`config.mk`:
```
export PLATFORM = sky130hd
export DESIGN_NAME = pc_sequencer_flat
export DESIGN_NICKNAME = d
export VERILOG_FILES = /design/src/rtl/pc_sequencer_if.sv /design/src/rtl/pc_sequencer.sv /design/src/flat_wrapper.sv
export SDC_FILE = /design/constraint.sdc
export NUM_CORES = 1
export LEC_CHECK = 0
export ABC_AREA = 0
export CELL_PAD_IN_SITES_DETAIL_PLACEMENT = 1
export CELL_PAD_IN_SITES_GLOBAL_PLACEMENT = 1
export CORE_UTILIZATION = 37
export DETAILED_ROUTE_END_ITERATION = 6
export PLACE_DENSITY_LB_ADDON = 0.1
export RECOVER_POWER = 25
export SYNTH_ARGS = -nofsm -noshare
export SYNTH_HDL_FRONTEND = slang
export SYNTH_SLANG_ARGS = --single-unit
```
`constraint.sdc`:
```
create_clock -name clk -period 2.45 [get_ports clk]
set_clock_uncertainty 0.15 [all_clocks]
set_input_delay 0.3675 -clock clk [delete_from_list [all_inputs] [get_ports clk]]
set_output_delay 0.3675 -clock clk [all_outputs]
set_load 0.05 [all_outputs]
```
`src/rtl/pc_sequencer_if.sv`:
```
// Control/status bundle between the decode/control unit and the PC sequencer.
// master: control unit (drives stall/inc/jump/call/ret, observes pc and stack status).
// slave : pc_sequencer (consumes controls, drives pc, sp_level and stack flags).
interface pc_sequencer_if #(
  parameter int AW    = 8,
  parameter int DEPTH = 4
);
  localparam int SPW = $clog2(DEPTH + 1);

  logic          stall;
  logic          inc_en;
  logic          jump_en;
  logic [AW-1:0] jump_addr;
  logic          call_en;
  logic [AW-1:0] call_addr;
  logic          ret_en;
  logic [AW-1:0] pc;
  logic [SPW-1:0] sp_level;
  logic          stack_full;
  logic          stack_empty;
  logic          stack_err;

  modport master (
    output stall, inc_en, jump_en, jump_addr, call_en, call_addr, ret_en,
    input  pc, sp_level, stack_full, stack_empty, stack_err
  );

  modport slave (
    input  stall, inc_en, jump_en, jump_addr, call_en, call_addr, ret_en,
    output pc, sp_level, stack_full, stack_empty, stack_err
  );
endinterface

```
`src/rtl/pc_sequencer.sv`:
```
// Program-counter sequencer for the fetch stage: increment, qualified jump, call/return via LIFO.
// Latency: every control takes effect on pc one clock later; all outputs come from registers.
// Backpressure: stall freezes pc and stack (jump qualifier still samples). Optional macro
// PC_STACK_GUARD_EN rejects call-on-full / ret-on-empty and raises a sticky stack_err.
// Ports: clk, rst (sync, active-high), bus (pc_sequencer_if.slave: controls in, pc/stack status out).
module pc_sequencer #(
  parameter int            AW         = 8,
  parameter int            DEPTH      = 4,
  parameter logic [AW-1:0] RESET_ADDR = '0,
  parameter int            JUMP_QUAL  = 1
) (
  input  logic           clk,
  input  logic           rst,
  pc_sequencer_if.slave  bus
);
  localparam int SPW = $clog2(DEPTH + 1);

  logic [AW-1:0]  pc_r, pc_nxt, pc_inc, top_val;
  logic [SPW-1:0] sp_r, sp_nxt;
  logic [AW-1:0]  stack_r [DEPTH];
  logic           jump_q;
  logic           push;        // write at sp, stack not full
  logic           push_shift;  // full: drop oldest entry, write newest at the top slot
  logic           full, empty;
`ifdef PC_STACK_GUARD_EN
  logic           err_set;
  logic           err_r;
`endif

  assign pc_inc = pc_r + AW'(1);
  assign full   = (sp_r == SPW'(DEPTH));
  assign empty  = (sp_r == '0);

  // Entry just below sp; chosen by comparison so no index-width games are needed.
  always_comb begin
    top_val = '0;
    for (int i = 0; i < DEPTH; i++) begin
      if (sp_r == SPW'(i + 1)) top_val = stack_r[i];
    end
  end

  always_comb begin
    pc_nxt     = pc_r;
    sp_nxt     = sp_r;
    push       = 1'b0;
    push_shift = 1'b0;
`ifdef PC_STACK_GUARD_EN
    err_set    = 1'b0;
`endif
    if (!bus.stall) begin
      if (bus.ret_en) begin
        if (!empty) begin
          pc_nxt = top_val;
          sp_nxt = sp_r - SPW'(1);
        end else begin
`ifdef PC_STACK_GUARD_EN
          err_set = 1'b1;
`else
          pc_nxt = RESET_ADDR;
`endif
        end
      end else if (bus.call_en) begin
        if (!full) begin
          push   = 1'b1;
          sp_nxt = sp_r + SPW'(1);
          pc_nxt = bus.call_addr;
        end else begin
`ifdef PC_STACK_GUARD_EN
          err_set = 1'b1;
`else
          push_shift = 1'b1;
          pc_nxt     = bus.call_addr;
`endif
        end
      end else if (bus.jump_en) begin
        // First cycle of a qualified jump holds pc and still blocks inc_en.
        if (JUMP_QUAL == 0 || jump_q) pc_nxt = bus.jump_addr;
      end else if (bus.inc_en) begin
        pc_nxt = pc_inc;
      end
    end
  end

  always_ff @(posedge clk) begin
    if (rst) begin
      pc_r   <= RESET_ADDR;
      sp_r   <= '0;
      jump_q <= 1'b0;
    end else begin
      jump_q <= bus.jump_en;  // samples even while stalled
      pc_r   <= pc_nxt;
      sp_r   <= sp_nxt;
    end
  end

  // Stack storage needs no reset: sp_level alone defines which entries are valid.
  always_ff @(posedge clk) begin
    if (!rst) begin
      for (int i = 0; i < DEPTH; i++) begin
        if (push && sp_r == SPW'(i)) stack_r[i] <= pc_inc;
      end
      for (int i = 0; i < DEPTH - 1; i++) begin
        if (push_shift) stack_r[i] <= stack_r[i + 1];
      end
      if (push_shift) stack_r[DEPTH - 1] <= pc_inc;
    end
  end

`ifdef PC_STACK_GUARD_EN
  always_ff @(posedge clk) begin
    if (rst)          err_r <= 1'b0;
    else if (err_set) err_r <= 1'b1;
  end
  assign bus.stack_err = err_r;
`else
  assign bus.stack_err = 1'b0;
`endif

  assign bus.pc          = pc_r;
  assign bus.sp_level    = sp_r;
  assign bus.stack_full  = full;
  assign bus.stack_empty = empty;
endmodule

```
`src/flat_wrapper.sv`:
```
// flat-port wrapper written by rule: the top's interface ports become plain ports
module pc_sequencer_flat 
#(
  parameter int            AW         = 8,
  parameter int            DEPTH      = 4,
  parameter logic [AW-1:0] RESET_ADDR = '0,
  parameter int            JUMP_QUAL  = 1
)
  (clk, rst, bus_stall, bus_inc_en, bus_jump_en, bus_jump_addr, bus_call_en, bus_call_addr, bus_ret_en, bus_pc, bus_sp_level, bus_stack_full, bus_stack_empty, bus_stack_err);
  pc_sequencer_if #(.AW(AW), .DEPTH(DEPTH)) bus_i ();
  input  logic clk;
  input  logic rst;
  input wire logic [$bits(bus_i.stall)-1:0] bus_stall;
  input wire logic [$bits(bus_i.inc_en)-1:0] bus_inc_en;
  input wire logic [$bits(bus_i.jump_en)-1:0] bus_jump_en;
  input wire logic [$bits(bus_i.jump_addr)-1:0] bus_jump_addr;
  input wire logic [$bits(bus_i.call_en)-1:0] bus_call_en;
  input wire logic [$bits(bus_i.call_addr)-1:0] bus_call_addr;
  input wire logic [$bits(bus_i.ret_en)-1:0] bus_ret_en;
  output wire logic [$bits(bus_i.pc)-1:0] bus_pc;
  output wire logic [$bits(bus_i.sp_level)-1:0] bus_sp_level;
  output wire logic [$bits(bus_i.stack_full)-1:0] bus_stack_full;
  output wire logic [$bits(bus_i.stack_empty)-1:0] bus_stack_empty;
  output wire logic [$bits(bus_i.stack_err)-1:0] bus_stack_err;
  assign bus_i.stall = bus_stall;
  assign bus_i.inc_en = bus_inc_en;
  assign bus_i.jump_en = bus_jump_en;
  assign bus_i.jump_addr = bus_jump_addr;
  assign bus_i.call_en = bus_call_en;
  assign bus_i.call_addr = bus_call_addr;
  assign bus_i.ret_en = bus_ret_en;
  assign bus_pc = bus_i.pc;
  assign bus_sp_level = bus_i.sp_level;
  assign bus_stack_full = bus_i.stack_full;
  assign bus_stack_empty = bus_i.stack_empty;
  assign bus_stack_err = bus_i.stack_err;
  pc_sequencer #(.AW(AW), .DEPTH(DEPTH), .RESET_ADDR(RESET_ADDR), .JUMP_QUAL(JUMP_QUAL)) u_core (.clk(clk), .rst(rst), .bus(bus_i));
endmodule
```
==> results of run 1 <==
==> worst max-delay path: cells and delay by family, from the launching register on <==
kind	cells	cell delay [ps]
AOI/OAI and AO/OA	2	390
adders and majority gates	1	220
DFF	1	370
and+or+nand+nor	1	140
buffers and inverters	4	690
==> layout make-up <==
type                            instances  area [µm²]  area share
Multi-Input combinational cell        196        1175      0.3758
Sequential cell                        44        1205      0.3854
Clock buffer                            5       68.82     0.02201
Tap cell                               77       96.34     0.03081
Clock inverter                          3       18.77    0.006002
Timing Repair Buffer                   60       539.3      0.1725
Inverter                                6       23.77    0.007603
==> registers in the layout, indices dropped and copies added (netlist names) <==
signal	cells
u_core.stack_r	32
u_core.bus.pc	8
u_core.jump_q	1
u_core.bus.sp_level	3
==> synth_stat cells, types with 2 or more instances <==
master,instances
a211o_1,4
a211oi_1,4
a21o_1,5
a21oi_1,12
a221oi_1,3
a22oi_1,3
a311oi_1,3
a31oi_1,3
a32oi_1,2
and2_1,2
and3_1,2
buf_2,4
clkbuf_1,7
dfxtp_1,12
edfxtp_1,32
ha_1,7
inv_1,5
mux2i_1,2
nand2_1,45
nand2b_1,3
nand3_1,3
nor2_1,29
nor2b_1,6
nor3_1,7
o21a_1,17
o21ai_0,8
xnor2_1,3
xor2_1,5
==> per-stage QoR <==
step	total power [mW]	cell area [µm²]	instances	util
2_1_floorplan	1.190	2471	259	-
3_3_place_gp	1.401	3073	383	0.4812
3_5_place_dp	1.408	3073	383	0.4812
4_1_cts	1.867	3161	391	0.4949
5_1_grt	1.933	3127	391	0.4896
6_report	1.854	3127	391	0.4896
==> kinds of logic (layout without fill, tap and decap cells) <==
family / count (synthesis) / after routing / synth area share
other: 1 / 1 / 0.001522
AO/OA/AOI/OAI: 75 / 75 / 0.2164
buffers and inverters: 19 / 74 / 0.03555
AND/OR/NAND/NOR: 102 / 102 / 0.1823
multiplexers: 3 / 3 / 0.01270
adder cells (fa/ha/maj): 7 / 7 / 0.03555
XOR/XNOR: 8 / 8 / 0.02844
flip-flops: 44 / 44 / 0.4876
==> timing repair <==
| item | 4_1_cts | 5_1_grt |
|---|---|---|
| gates resized for setup | 0 | 1 |
| endpoints found under the setup margin | 0 | 3 |
| setup buffers | 0 | 0 |
==> where the power goes <==
group / internal [mW] / switching, mW / leakage [nW]
registers: 0.829 / 0.0277 / 0.384
clock network: 0.197 / 0.274 / 0.0378
logic: 0.217 / 0.309 / 0.760
==> layer usage <==
layer,global-route usage,part of all wire
met1,0.2888,0.48
met2,0.3695,0.48
met3,0.03660,0.020
met4,0.06009,0.011
met5,0,0
==> worst paths after layout <==
check                                       endpoint  slack, ps  cells after the start
worst min register to register      u_core.bus.pc[7]        390                      2
worst max register to register  u_core.stack_r[0][0]        240                      8
worst max-delay path            u_core.stack_r[0][0]        240                      8
worst min-delay path                u_core.bus.pc[7]        390                      2
==> metrics.cfg, run 1 <==
[clock_network]
cts_sinks = 44
clock_latency_ps = 300
cts_root_buffer = clkbuf_8
numCtsBuffers = 5
cts_tree = yes
h-tree-depth = 2
cts_hold_repair.buffers = 0
cts.clk_slew.worst_paths_ps = 90
clockBufferDepth = 2

[grt]
grt_pass1_wl_um = 11640
grtUsageTotal = 0.2186
antenna_found_initial = 0
grt_remaining_overflow = 0
grt_max_degree = 31
grt_pass1_vias = 2197

[critical_path]
worstSetupPathType = flop to flop
cpMaxStageDelayCell = dfxtp_2
critical_path.max_fanout = 9
cp-end-kind = flop
cp_cell_sequence = inv_1, ha_1, nand2_1, clkinv_2, o21ai_2, inv_1, buf_4, a21o_1
cp.required_ps = 2370
cp_common_cell = inv_1
cp_slowest_stage_delay_ps = 370
critical_path.startpoint = u_core.bus.sp_level[0]
regToRegStartpoint = u_core.bus.sp_level[0]
start_kind = flop
worst_ep_arrival_time_ps = 2130

[run]
max_cap_violations = 0

[final_layout]
diodes = 0
drive_gt1_frac = 0.1178
layout_common_cells = nand2_1, edfxtp_1, clkdlybuf4s50_1, nor2_1, buf_4
mostFrequentLayoutCell = nand2_1
area_growth_pct = 26.92
fillers = 740
nets = 343

[route]
vias = 2133
wl_um = 7187
vias_per_cell = 5.455
drt_pre_antenna_iters = 4
wire_per_inst_um = 18.38
drtIter0Drc = 99
postRouteAntennaNets = 0
drc = 0

[worst_hold_path]
hold_path.class = flop to flop
holdCritStartpoint = u_core.bus.pc[7]

[sta]
tns_ps = 0
report.final.hold_viol_count = 0
hold_ws_ps = 385.1
finalCritPeriodShare = 0.9017
setup_viol = 0
worst_slack_ps = 240.8
drv_slew = 0
fmax_mhz = 452.6
rsz0062_at_grt = false
slew_headroom = 0.6494
max_slew.worst_pin.slew_ps = 519.4
period_minus_slack_ps = 2209

[synth]
syn_nets = 289
ys_ff_latch = 44
ys_async_sr_fraction = 0
synth.top_cell.area_share = 0.3900
postSynthCellCount = 259
synth_edf_count = 32
synth.cell_area_um2 = 2464
ys_seq_area_frac = 0.4876
avgSynthCellArea_um2 = 9.512
ys.flop_type = edfxtp_1
synthTopCellsByArea = edfxtp_1, dfxtp_1, nand2_1
yosys.area.top_type = edfxtp_1
ys_types = 49
ys_warn_count = 0

[placed_design]
port_buffers = 35
hpwl_um = 5482
post-place-ws_ps = 149.9
finalWeightedCongestion = 0.8164

[floorplanning]
die_area_um2 = 6989
die_h_um = 83.60
start_util = 0.3858
top_level_ports = 37
core_area_um2 = 6386
num_rows = 29
die_width_um = 83.60

[pwr]
p_per_area_nw_per_um2 = 593.1
p_leak_nw = 1.181
ir_worst_vdd_v = 0.0003105

[status]
status = finished clean

Power figures use the tool's default switching activity.
==> run 2, diff against run 1 <==
--- a/config.mk
+++ b/config.mk
@@ -8,6 +8,7 @@
 export ABC_AREA = 0
 export CELL_PAD_IN_SITES_DETAIL_PLACEMENT = 1
 export CELL_PAD_IN_SITES_GLOBAL_PLACEMENT = 1
+export CORE_ASPECT_RATIO = 0.6
 export CORE_UTILIZATION = 37
 export DETAILED_ROUTE_END_ITERATION = 6
 export PLACE_DENSITY_LB_ADDON = 0.1
==> run 2 against run 1 <==
Total power grew 6.3%. Global-route usage is 1.3 points higher. Count of clock-buffer cells in the layout unchanged. Worst hold slack about the same. Largest cell class unchanged.
==> metrics.cfg, run 2 (synthesis gave the netlist of run 1 again) <==
[route]
wl_um = 7410
drtIter0Drc = 93
drc = 0
drt_pre_antenna_iters = 4
vias = 2117
postRouteAntennaNets = 0
wire_per_inst_um = 18.85
vias_per_cell = 5.387

[critical_path]
rrSetupSlack_ps = 210
reg2reg_to = u_core.bus.pc[7]
start_kind = flop
regToRegStartpoint = u_core.bus.sp_level[0]
rr_worst_depth = 8
cp.required_ps = 2510
cp-end-kind = flop
worstSetupPathType = flop to flop
worst_ep_arrival_time_ps = 2300
critical_path.max_fanout = 11

[worst_hold_path]
holdCritStartpoint = u_core.bus.pc[7]
holdPathEnd = u_core.bus.pc[7]
hold_path.class = flop to flop
min_path_cells = 2

[pwr]
ir_worst_vdd_v = 0.0003432
comb_power_share = 0.266
seqPwrFrac = 0.435
p_clk_frac = 0.299
switching_share = 0.3163
p_per_area_nw_per_um2 = 622.5
p_leak_nw = 1.203
power_mw = 1.972
power_switching_mw = 0.6238
internal_power_mw = 1.348

[clock_network]
ctsResizeCount = 0
post_cts_buffers = 0
clockBufferDepth = 2
cts.clk_slew.worst_paths_ps = 90
cts_sinks = 44
cts_tree = yes
clock_latency_ps = 320
cts_hold_repair.buffers = 0
numCtsBuffers = 5
cts_root_buffer = clkbuf_8
h-tree-depth = 2

[grt]
grt_max_degree = 31
grt_pass1_vias = 2120
antenna_found_initial = 0
grt_pass1_wl_um = 11740
grtUsageTotal = 0.2314
grt_remaining_overflow = 0

[final_layout]
nets = 338
diodes = 0
fillers = 723
regMostFlops = u_core.stack_r
largest_register_ffs = 32
mostFrequentLayoutCell = nand2_1
stdcell_area_um2 = 3168
fin_cells = 393
drive_gt1_frac = 0.1230
area_growth_pct = 28.59
layout_common_cells = nand2_1, edfxtp_1, nor2_1, clkdlybuf4s50_1, o21a_1

[sta]
max_slew.worst_pin.slew_ps = 660.1
drv_slew = 0
slew_headroom = 0.5599
hold_ws_ps = 385.4
fmax_mhz = 445.6
tns_ps = 0
rsz0062_at_grt = false
period_minus_slack_ps = 2244
report.final.hold_viol_count = 0
finalCritPeriodShare = 0.9160
setup_viol = 0

[placed_design]
port_buffers = 35
post_dp_cell_area_um2 = 3057
dp_cells = 385
finalWeightedCongestion = 0.8019
hpwl_um = 5549

[status]
status = finished clean

[floorplanning]
die_area_um2 = 6999
die_width_um = 107.3
start_util = 0.3925
die_h_um = 65.21
top_level_ports = 37
core_area_um2 = 6276
num_rows = 22

[run]
max_cap_violations = 0

==> run 2: cell types whose count changed in the layout (fill, tap and decap cells not counted), sizes merged <==
cell	delta
clkinv	+1
bufinv	+1
dlygate4sd3	+2
clkdlybuf4s50	-2
clkbuf	-5
clkinvlp	-2
==> run 2: metrics by stage <==
step           utilization  worst slack (ps)
5_1_grt             0.5048             36.87
4_1_cts             0.5048             169.8
3_5_place_dp        0.4870             32.16
6_report            0.5048             205.7
2_1_floorplan            -             22.04
3_3_place_gp        0.4870             20.78
==> run 2: how the worst max path moves through the flow <==
stage / start / endpoint / slack [ps] / cells after the start
4_1_cts: u_core.bus.sp_level[0] / u_core.bus.pc[6] / 170 / 7
3_3_place_gp: bus_ret_en / u_core.bus.pc[7] / 20 / 6
5_1_grt: u_core.bus.sp_level[0] / u_core.bus.pc[7] / 40 / 8
6_report: u_core.bus.sp_level[0] / u_core.bus.pc[7] / 210 / 8
3_5_place_dp: bus_ret_en / u_core.bus.pc[7] / 30 / 6
2_1_floorplan: u_core.bus.sp_level[0] / u_core.stack_r[0][7] / 20 / 9
==> run 2: critical path, stage by stage (launching register included) <==
cell	delay, ps
dfxtp_2	360
ha_1	160
ha_1	420
nor3b_1	100
buf_4	180
a221oi_1	260
nand2_1	110
a32oi_1	260
a311oi_1	130
==> run 2: area by class of cell <==
type | count | area (µm²) | share of cell area
clock inverters | 3 | 42.54 | 0.01343
well taps | 84 | 105.1 | 0.03318
flip-flops and latches | 44 | 1205 | 0.3803
inverters | 6 | 23.77 | 0.007504
multi-input cells | 196 | 1177 | 0.3716
clock buffers | 5 | 68.82 | 0.02172
repair buffers | 55 | 545.5 | 0.1722
==> run 2: power by group through the flow <==
stage	registers (mW)	logic, mW	clock network [mW]
3_3_place_gp	0.874	0.520	0
6_report	0.857	0.525	0.590
4_1_cts	0.858	0.531	0.609
5_1_grt	0.862	0.575	0.625
3_5_place_dp	0.875	0.528	0
2_1_floorplan	0.928	0.263	0
==> run 2: routing by layer <==
metal  GRT usage  part of all wire
met4     0.08733             0.014
met3     0.04266             0.041
met1      0.3404              0.52
met5           0                 0
met2      0.3347              0.42
==> run 3, diff against run 2 <==
--- a/config.mk
+++ b/config.mk
@@ -13,6 +13,7 @@
 export DETAILED_ROUTE_END_ITERATION = 6
 export PLACE_DENSITY_LB_ADDON = 0.1
 export RECOVER_POWER = 25
+export SKIP_CTS_REPAIR_TIMING = 1
 export SYNTH_ARGS = -nofsm -noshare
 export SYNTH_HDL_FRONTEND = slang
 export SYNTH_SLANG_ARGS = --single-unit
==> results of run 3 <==
Same layout as run 2: the final DEF is identical, and so are final timing and power.
